`src/rtl/ram_sync_fifo_if.sv`:
```
// rtl/ram_sync_fifo_if.sv - producer/consumer bus of the single-clock RAM FIFO
interface ram_sync_fifo_if #(
   parameter int DATA_WIDTH = 8,
   parameter int ADDR_WIDTH = 8
);
   logic                  FLUSH;
   logic [DATA_WIDTH-1:0] WR_DI;
   logic                  WR_EN;
   logic                  RD_EN;
   logic [DATA_WIDTH-1:0] RD_DO;
   logic                  RD_VALID;
   logic                  FULL;
   logic                  EMPTY;
   logic                  AFULL;
   logic                  AEMPTY;
   logic [ADDR_WIDTH:0]   COUNT;
   logic                  OVERFLOW;
   logic                  UNDERFLOW;

   // Producer/consumer side drives requests and observes status
   modport master (
      output FLUSH, WR_DI, WR_EN, RD_EN,
      input  RD_DO, RD_VALID, FULL, EMPTY, AFULL, AEMPTY, COUNT, OVERFLOW, UNDERFLOW
   );

   // FIFO side consumes requests and reports status
   modport slave (
      input  FLUSH, WR_DI, WR_EN, RD_EN,
      output RD_DO, RD_VALID, FULL, EMPTY, AFULL, AEMPTY, COUNT, OVERFLOW, UNDERFLOW
   );
endinterface

```
`src/rtl/ram_sync_fifo.sv`:
```
// rtl/ram_sync_fifo.sv - single-clock FIFO over a registered-read dual-port RAM
module ram_sync_fifo #(
   parameter int DATA_WIDTH    = 8,
   parameter int ADDR_WIDTH    = 8,
   parameter int AFULL_THRESH  = 2**ADDR_WIDTH-2,
   parameter int AEMPTY_THRESH = 2
) (
   input  logic           CLK,
   input  logic           RST_N,
   ram_sync_fifo_if.slave bus
);
   localparam int DEPTH = 2**ADDR_WIDTH;
   localparam logic [ADDR_WIDTH:0] C_DEPTH  = (ADDR_WIDTH+1)'(DEPTH);
   localparam logic [ADDR_WIDTH:0] C_AFULL  = (ADDR_WIDTH+1)'(AFULL_THRESH);
   localparam logic [ADDR_WIDTH:0] C_AEMPTY = (ADDR_WIDTH+1)'(AEMPTY_THRESH);
   localparam logic [ADDR_WIDTH:0] C_CNT_ONE = (ADDR_WIDTH+1)'(1);
   localparam logic [ADDR_WIDTH-1:0] C_PTR_ONE = ADDR_WIDTH'(1);

   logic [DATA_WIDTH-1:0] r_mem [DEPTH];
   logic [ADDR_WIDTH-1:0] r_wr_ptr;
   logic [ADDR_WIDTH-1:0] r_rd_ptr;
   logic [ADDR_WIDTH:0]   r_count;
   logic [DATA_WIDTH-1:0] r_rd_do;
   logic                  r_rd_valid;
   logic                  r_overflow;
   logic                  r_underflow;

   logic w_full;
   logic w_empty;
   logic w_wr_acc;
   logic w_rd_acc;
   logic w_mem_we;

   // Status decoded only from registered occupancy, so requests never reach outputs combinationally
   assign w_full  = (r_count == C_DEPTH);
   assign w_empty = (r_count == '0);

   // When full the write loses; when empty the read loses, so read and write addresses never collide
   assign w_wr_acc = bus.WR_EN && !w_full;
   assign w_rd_acc = bus.RD_EN && !w_empty;
   assign w_mem_we = RST_N && !bus.FLUSH && w_wr_acc;

   // RAM array: no reset, contents survive reset and flush
   always_ff @(posedge CLK) begin
      if (w_mem_we) begin
         r_mem[r_wr_ptr] <= bus.WR_DI;
      end
   end

   // Pointers, occupancy, registered read port and sticky error flags
   always_ff @(posedge CLK) begin
      if (!RST_N) begin
         r_wr_ptr    <= '0;
         r_rd_ptr    <= '0;
         r_count     <= '0;
         r_rd_do     <= '0;
         r_rd_valid  <= 1'b0;
         r_overflow  <= 1'b0;
         r_underflow <= 1'b0;
      end else if (bus.FLUSH) begin
         // Same clear as reset, but the last read word stays visible
         r_wr_ptr    <= '0;
         r_rd_ptr    <= '0;
         r_count     <= '0;
         r_rd_valid  <= 1'b0;
         r_overflow  <= 1'b0;
         r_underflow <= 1'b0;
      end else begin
         r_rd_valid <= w_rd_acc;
         if (w_rd_acc) begin
            r_rd_do  <= r_mem[r_rd_ptr];
            r_rd_ptr <= r_rd_ptr + C_PTR_ONE;
         end
         if (w_wr_acc) begin
            r_wr_ptr <= r_wr_ptr + C_PTR_ONE;
         end
         if (bus.WR_EN && w_full) begin
            r_overflow <= 1'b1;
         end
         if (bus.RD_EN && w_empty) begin
            r_underflow <= 1'b1;
         end
         case ({w_wr_acc, w_rd_acc})
            2'b10:   r_count <= r_count + C_CNT_ONE;
            2'b01:   r_count <= r_count - C_CNT_ONE;
            default: r_count <= r_count;
         endcase
      end
   end

   assign bus.RD_DO     = r_rd_do;
   assign bus.RD_VALID  = r_rd_valid;
   assign bus.FULL      = w_full;
   assign bus.EMPTY     = w_empty;
   assign bus.AFULL     = (r_count >= C_AFULL);
   assign bus.AEMPTY    = (r_count <= C_AEMPTY);
   assign bus.COUNT     = r_count;
   assign bus.OVERFLOW  = r_overflow;
   assign bus.UNDERFLOW = r_underflow;
endmodule

```
`src/flat_wrapper.sv`:
```
// flat-port wrapper written by rule: the top's interface ports become plain ports
module ram_sync_fifo_flat 
#(
   parameter int DATA_WIDTH    = 8,
   parameter int ADDR_WIDTH    = 8,
   parameter int AFULL_THRESH  = 2**ADDR_WIDTH-2,
   parameter int AEMPTY_THRESH = 2
)
  (CLK, RST_N, bus_FLUSH, bus_WR_DI, bus_WR_EN, bus_RD_EN, bus_RD_DO, bus_RD_VALID, bus_FULL, bus_EMPTY, bus_AFULL, bus_AEMPTY, bus_COUNT, bus_OVERFLOW, bus_UNDERFLOW);
  ram_sync_fifo_if #(.DATA_WIDTH(DATA_WIDTH), .ADDR_WIDTH(ADDR_WIDTH)) bus_i ();
  input  logic CLK;
  input  logic RST_N;
  input wire logic [$bits(bus_i.FLUSH)-1:0] bus_FLUSH;
  input wire logic [$bits(bus_i.WR_DI)-1:0] bus_WR_DI;
  input wire logic [$bits(bus_i.WR_EN)-1:0] bus_WR_EN;
  input wire logic [$bits(bus_i.RD_EN)-1:0] bus_RD_EN;
  output wire logic [$bits(bus_i.RD_DO)-1:0] bus_RD_DO;
  output wire logic [$bits(bus_i.RD_VALID)-1:0] bus_RD_VALID;
  output wire logic [$bits(bus_i.FULL)-1:0] bus_FULL;
  output wire logic [$bits(bus_i.EMPTY)-1:0] bus_EMPTY;
  output wire logic [$bits(bus_i.AFULL)-1:0] bus_AFULL;
  output wire logic [$bits(bus_i.AEMPTY)-1:0] bus_AEMPTY;
  output wire logic [$bits(bus_i.COUNT)-1:0] bus_COUNT;
  output wire logic [$bits(bus_i.OVERFLOW)-1:0] bus_OVERFLOW;
  output wire logic [$bits(bus_i.UNDERFLOW)-1:0] bus_UNDERFLOW;
  assign bus_i.FLUSH = bus_FLUSH;
  assign bus_i.WR_DI = bus_WR_DI;
  assign bus_i.WR_EN = bus_WR_EN;
  assign bus_i.RD_EN = bus_RD_EN;
  assign bus_RD_DO = bus_i.RD_DO;
  assign bus_RD_VALID = bus_i.RD_VALID;
  assign bus_FULL = bus_i.FULL;
  assign bus_EMPTY = bus_i.EMPTY;
  assign bus_AFULL = bus_i.AFULL;
  assign bus_AEMPTY = bus_i.AEMPTY;
  assign bus_COUNT = bus_i.COUNT;
  assign bus_OVERFLOW = bus_i.OVERFLOW;
  assign bus_UNDERFLOW = bus_i.UNDERFLOW;
  ram_sync_fifo #(.DATA_WIDTH(DATA_WIDTH), .ADDR_WIDTH(ADDR_WIDTH), .AFULL_THRESH(AFULL_THRESH), .AEMPTY_THRESH(AEMPTY_THRESH)) u_core (.CLK(CLK), .RST_N(RST_N), .bus(bus_i));
endmodule
```
`config.mk`:
```
export PLATFORM = sky130hd
export DESIGN_NAME = ram_sync_fifo_flat
export DESIGN_NICKNAME = d
export VERILOG_FILES = /design/src/rtl/ram_sync_fifo_if.sv /design/src/rtl/ram_sync_fifo.sv /design/src/flat_wrapper.sv
export SDC_FILE = /design/constraint.sdc
export NUM_CORES = 2
export LEC_CHECK = 0
export BUFFER_PORTS_ARGS = -buffer_cell sky130_fd_sc_hd__buf_2
export CAP_MARGIN = 20
export CORE_ASPECT_RATIO = 1.1
export CORE_MARGIN = 1.5
export CORE_UTILIZATION = 50
export DETAILED_ROUTE_END_ITERATION = 16
export MAX_ROUTING_LAYER = met4
export PLACE_DENSITY_LB_ADDON = 0.2
export REMOVE_ABC_BUFFERS = 1
export SLEW_MARGIN = 20
export SYNTH_ARGS = -nofsm -noshare
export SYNTH_HDL_FRONTEND = slang
export SYNTH_SLANG_ARGS = --single-unit
```
`constraint.sdc`:
```
create_clock -name CLK -period 5.5 [get_ports CLK]
set_input_delay 0.55 -clock CLK [delete_from_list [all_inputs] [get_ports CLK]]
set_output_delay 0.55 -clock CLK [all_outputs]
set_load 0.02 [all_outputs]
```
# Word level (Yosys, flattened, before mapping)
# Memory sizes are Yosys's and may differ from the RTL's. A register that Yosys moved wholly into a read port is not among the register bits.
# Index checks and enable logic that the tools add are counted.
# Widths: inputs -> output; s select.
[op_classes] n_mux=3 n_bitwise=2 add_sub_neg=4 n_eq_ne=3 multipliers=0 n_reduce_logical=14 div_mod_pow=0 order_cmp=2 shift=0
[op_table] operator="$pmux 9 s2" n=1
[op_table] operator="$add 8x1->8 const B" n=2
[op_table] operator="$add 9x1->9 const B" n=1
[op_table] operator="$eq 9x9->1 const B" n=1
[op_table] operator="$ge 9x8->1 const B" n=1
[op_table] operator="$le 9x2->1 const B" n=1
[op_table] operator="$logic_not 9->1" n=1
[op_table] operator="$sub 9x1->9 const B" n=1
[op_table] operator="$logic_and 1x1->1" n=6
[op_table] operator="$logic_not 1->1" n=4
[op_table] operator="$eq 2x1->1 const B" n=1
[op_table] operator="$eq 2x2->1 const B" n=1
[op_table] operator="$mux 1" n=2
[op_table] operator="$not 1->1" n=2
[op_table] operator="$reduce_and 2->1" n=1
[op_table] operator="$reduce_bool 2->1" n=1
[op_table] operator="$reduce_or 2->1" n=1
[word_totals] elab_cells=35 input_bits=13 mem_bits_ro=0 n_memories=1 register_bits=28 latchBits=0 ram_bits=2048 output_inout_bits=24
[mem_list] name="u_core.r_mem" words=256 width=8 rd=1 rd_ports_with_merged_regs=1 wr=1 line="ram_sync_fifo.sv:19" text="logic [DATA_WIDTH-1:0] r_mem [DEPTH];"

# Logic depth before layout (Yosys ltp)
[depth] depth_word=6 mapped_depth=14 mapped_depth_nobuf=13

# Worst setup path after synthesis
# OpenSTA, ideal clock, no wires.
[synth_path] path_type="reg-to-reg" startpoint="register u_core.r_count[4], in the netlist u_core.bus.COUNT[4]" endpoint="register u_core.r_count[8], in the netlist u_core.bus.COUNT[8]" arrival_time_ns=3.995 setup_ns=0.070 stages_incl_launch_ff=15 t_required_ns=5.430 synth_period_minus_slack_ns=4.065 path_buffers=1 path_slack_ns=1.435 path_cell_list="dfxtp_1 -> nor4_1 -> and3_1 -> nand2b_1 -> clkbuf_1 -> inv_2 -> ha_1 -> fa_1 -> a21o_1 -> a21oi_1 -> o21bai_1 -> a2111oi_0 -> nor3b_1 -> or4_1 -> a21oi_1"
[synth_between] elab_chain_cells=5 word_cells_on_any_way=12 classes_between="add/sub (2); eq/ne (3); mux (1); reduce/logical (6)"
[synth_rtl] element="start: declaration" line="ram_sync_fifo.sv:22" text="logic [ADDR_WIDTH:0] r_count;"
[synth_rtl] element="start signal: assignment" line="ram_sync_fifo.sv:84" text="2'b10: r_count <= r_count + C_CNT_ONE;"
[synth_rtl] element="start signal: assignment" line="ram_sync_fifo.sv:85" text="2'b01: r_count <= r_count - C_CNT_ONE;"
[synth_rtl] element="start signal: assignment" line="ram_sync_fifo.sv:86" text="default: r_count <= r_count;"
[synth_rtl] element="$logic_not 9->1 *" line="ram_sync_fifo.sv:36" text="assign w_empty = (r_count == '0);"
[synth_rtl] element="net bus_EMPTY" line="flat_wrapper.sv:20" text="output wire logic [$bits(bus_i.EMPTY)-1:0] bus_EMPTY;"
[synth_rtl] element="$logic_not 1->1 *" line="ram_sync_fifo.sv:40" text="assign w_rd_acc = bus.RD_EN && !w_empty;"
[synth_rtl] element="$logic_and 1x1->1 *" line="ram_sync_fifo.sv:40"
[synth_rtl] element="net u_core.w_rd_acc" line="ram_sync_fifo.sv:31" text="logic w_rd_acc;"
[synth_rtl] element="$eq 2x1->1 or $eq 2x2->1 (tied branches)" line="ram_sync_fifo.sv:83" text="case ({w_wr_acc, w_rd_acc})"
[synth_rtl] element="$pmux 9 s2 or $reduce_bool 2->1 (tied branches)"
# The timed path passes the listed nets; every way through them passes the cells marked *.
# A chain may end at the register's enable or synchronous reset.

==> results.ini <==
[outcome]
status = finished, final reports clean

[logic_synthesis]
ys_seq_elements = 2084
syn_inst = 4077
ys_types = 59
ys_seq_area_share_pct = 76.15
synth_area_per_cell_um2 = 20.04
synth_edf_count = 2048
synth_top_cell_by_area = edfxtp_1
synthTopCellsByArea = edfxtp_1 75%, mux4_2 12%, mux2i_1 3.3%, nor2_1 1.5%, o221ai_1 1.2%
synth_top_area_share_pct = 75.27
ys_warn_count = 0
netlist_area_um2 = 81710
async_flop_share_pct = 0
synthFlopType = edfxtp_1

[critical_path]
worstSetupPathType = reg -> reg
r2r_end = u_core.bus.RD_DO[4]
crit_path_cell_trace = nand2b_4, buf_4, o221ai_1, o22ai_1, o21ai_0, nand2_1, nor4_1, a211o_1
cp.required_ns = 6.28
worst_path_largest_cell_delay_ns = 1.00
r2r-start = u_core.r_rd_ptr[2]
reg2regPathDepth = 8
worstSetupStartpointType = register
arrival_ns = 5.65
end_kind = register
ff2ff_setup_slack_ns = 0.64
cp_slowest_cell = nor4_1
cp_max_fo = 50

[layout]
nets = 4201
layout-drive-gt1-share_pct = 20.31
final_area_um2 = 90780
syn2layout_area_growth_pct = 11.10
final_cells = 6458
final_cell_mix = 2048 x edfxtp_1, 426 x mux4_2, 321 x nor2_1
layout_commonest_cell = edfxtp_1

[route]
finalWirelength_um = 207800
drt-wirelength-per-cell_um = 32.18
drt_iter0_markers = 4578
drc = 0
vias = 40825
firstDrtPassIters = 6
via_per_inst = 6.322
antenna_left = 0

[timing]
clock_skew_ns = 0.03645
max_freq_mhz = 205.6
holdWs_ns = 0.1803
fin_crit_sh_pct = 88.42
setup_viol = 0
drv_slew = 0
relSlewSlack_pct = 18.35
min_period_ns = 4.863
worst_slack_ns = 0.6369
final_hold_viol_count = 0
rsz0062_at_grt = false
tightestPinTransition_ns = 1.213

[floorplanning]
initial_core_util_pct = 50.34
core-area_um2 = 162300
fp.dieH_um = 427.0
die_w_um = 388.4
fp-row-count = 155
die_area_um2 = 165900
io_pins = 37

[global_routing]
grt_max_degree = 217
grtUsageTotal_pct = 25.96
grt_pass1_vias = 40378
grt_pass1_wl_um = 297000
antenna_found_initial = 5
grt-ovfl-total = 0

[cts]
post_cts_resize_count = 0
cts_buffer_depth = 3
clkTransAtPathRegs_ns = 0.06
insertion_delay_ns = 0.84
cts-htree-levels = 4
ctsRootBufferMaster = clkbuf_16
clock-sinks = 2084
tritoncts = built
cts_buffers = 198

[power]
switchingPower_uw = 6597
ir_drop_uv = 341.7
pwr-share-comb_pct = 3.7
internal_power_uw = 25540
power_density_nw_per_um2 = 354.0
leakagePower_uw = 0.02714
swShare_pct = 20.53
seq_power_share_pct = 54.3
power.share.clock_pct = 42.0

[placed_design]
port-buffer-count = 36
gp_congestion = 0.8781
dp_slack_ns = 0.8087
dpl.cell_count = 6090
place_area_um2 = 84360
dp_hpwl_um = 125200

[min_path]
min_to = u_core.bus.COUNT[7]
holdPathStages = 3
hold_start = bus_FLUSH
min_path_type = in -> reg

[flow_run]
drv_cap = 0

## cell families after synthesis
kind of cell,synth area share [%]
adder cells (fa/ha/maj),0.2236
multiplexers,15.20
XOR/XNOR,0.2037
flip-flops,76.15
AO/OA/AOI/OAI,3.213
buffers and inverters,1.801
AND/OR/NAND/NOR,3.211
## sequential cells by signal, indices dropped and copies added (netlist names)
register and flops:
u_core.bus.COUNT 9, u_core.r_wr_ptr 8, u_core.bus.UNDERFLOW 1, u_core.r_rd_ptr 8, u_core.bus.RD_VALID 1, u_core.bus.OVERFLOW 1
u_core.bus.RD_DO 8, u_core.r_mem 2048
## per-stage QoR
stage	power [uW]	utilization (%)	TNS (ns)
6_report	32130	55.92	0
5_1_grt	32940	55.92	0
4_1_cts	32310	55.90	0
3_5_place_dp	18990	51.97	0
3_3_place_gp	18970	51.97	0
2_1_floorplan	19260	-	-326.85
## power groups by stage
stage               Combinational (uW)  Clock [uW]  Sequential (uW)
finish                            1180       13500            17500
global route                      1250       14200            17400
CTS                               1200       13700            17500
detailed placement                1190           0            17800
global placement                  1180           0            17800
floorplan                         1310           0            17900
## metal layers
layer  up-vias  wire length (um)  GRT usage (%)
met5         -                 0              -
met4         0              6353          8.248
met3       343             14870          4.039
met2      1791            102500          41.03
met1     21668             84030          35.04
li1      17023                 -              -
## critical path: cells and delay by family, from the launching register on
kind,cells,cell delay (ns)
AND/OR/NAND/NOR,3,1.97
flip-flops,1,0.86
AO/OA/AOI/OAI,4,1.46
buffers and inverters,1,0.49
## worst max path at each step
stage                               end  depth (start not counted)  slack, ns                 from
floorplan           u_core.bus.RD_DO[2]                          6     -21.42   u_core.r_rd_ptr[0]
global placement    u_core.bus.RD_DO[4]                          8       0.86   u_core.r_rd_ptr[2]
detailed placement  u_core.bus.RD_DO[4]                          8       0.81   u_core.r_rd_ptr[2]
CTS                 u_core.bus.RD_DO[4]                          8       0.80   u_core.r_rd_ptr[2]
global route        u_core.bus.COUNT[8]                         13       0.75  u_core.bus.COUNT[0]
finish              u_core.bus.RD_DO[4]                          8       0.64   u_core.r_rd_ptr[2]
## final cells by class
| class | count | area [um^2] |
|---|---|---|
| timing repair buffer | 143 | 1368 |
| clock inverter | 123 | 1126 |
| antenna | 2 | 5.005 |
| tap | 2119 | 2651 |
| multi-input combinational | 1731 | 18090 |
| sequential | 2084 | 62230 |
| clock buffer | 240 | 5240 |
| inverter | 16 | 67.56 |
| fill | 12108 | 71550 |
## repair_timing
action | 4_1_cts | 5_1_grt
hold buffers | 2 | 0
setup buffers | 0 | 0
endpoints found under the hold margin | 2 | 0
## synth_stat cells, types with 3 or more instances
cell type	number
a211o_1	9
mux4_2	426
edfxtp_1	2048
a211oi_1	3
a21o_1	3
nor2b_1	11
buf_6	31
xnor2_1	14
mux2_2	9
nor3_1	39
or3_1	6
inv_1	15
dfxtp_1	36
nand2b_1	6
or4_1	5
a2111oi_0	8
mux2i_1	272
o22ai_1	57
buf_2	30
a221oi_1	7
nor4_1	13
nand2_1	116
or3b_2	3
o21ai_0	50
xor2_1	5
a22o_1	7
nand4_1	16
and3_1	7
o221ai_1	111
o22a_1	6
ha_1	13
and2_1	12
buf_8	6
and2_0	4
clkbuf_1	113
a21oi_1	97
buf_4	40
nor2_1	323
nand3_1	42
buf_1	26
a31oi_1	12
Note: power is estimated with default switching activity, not from simulation.
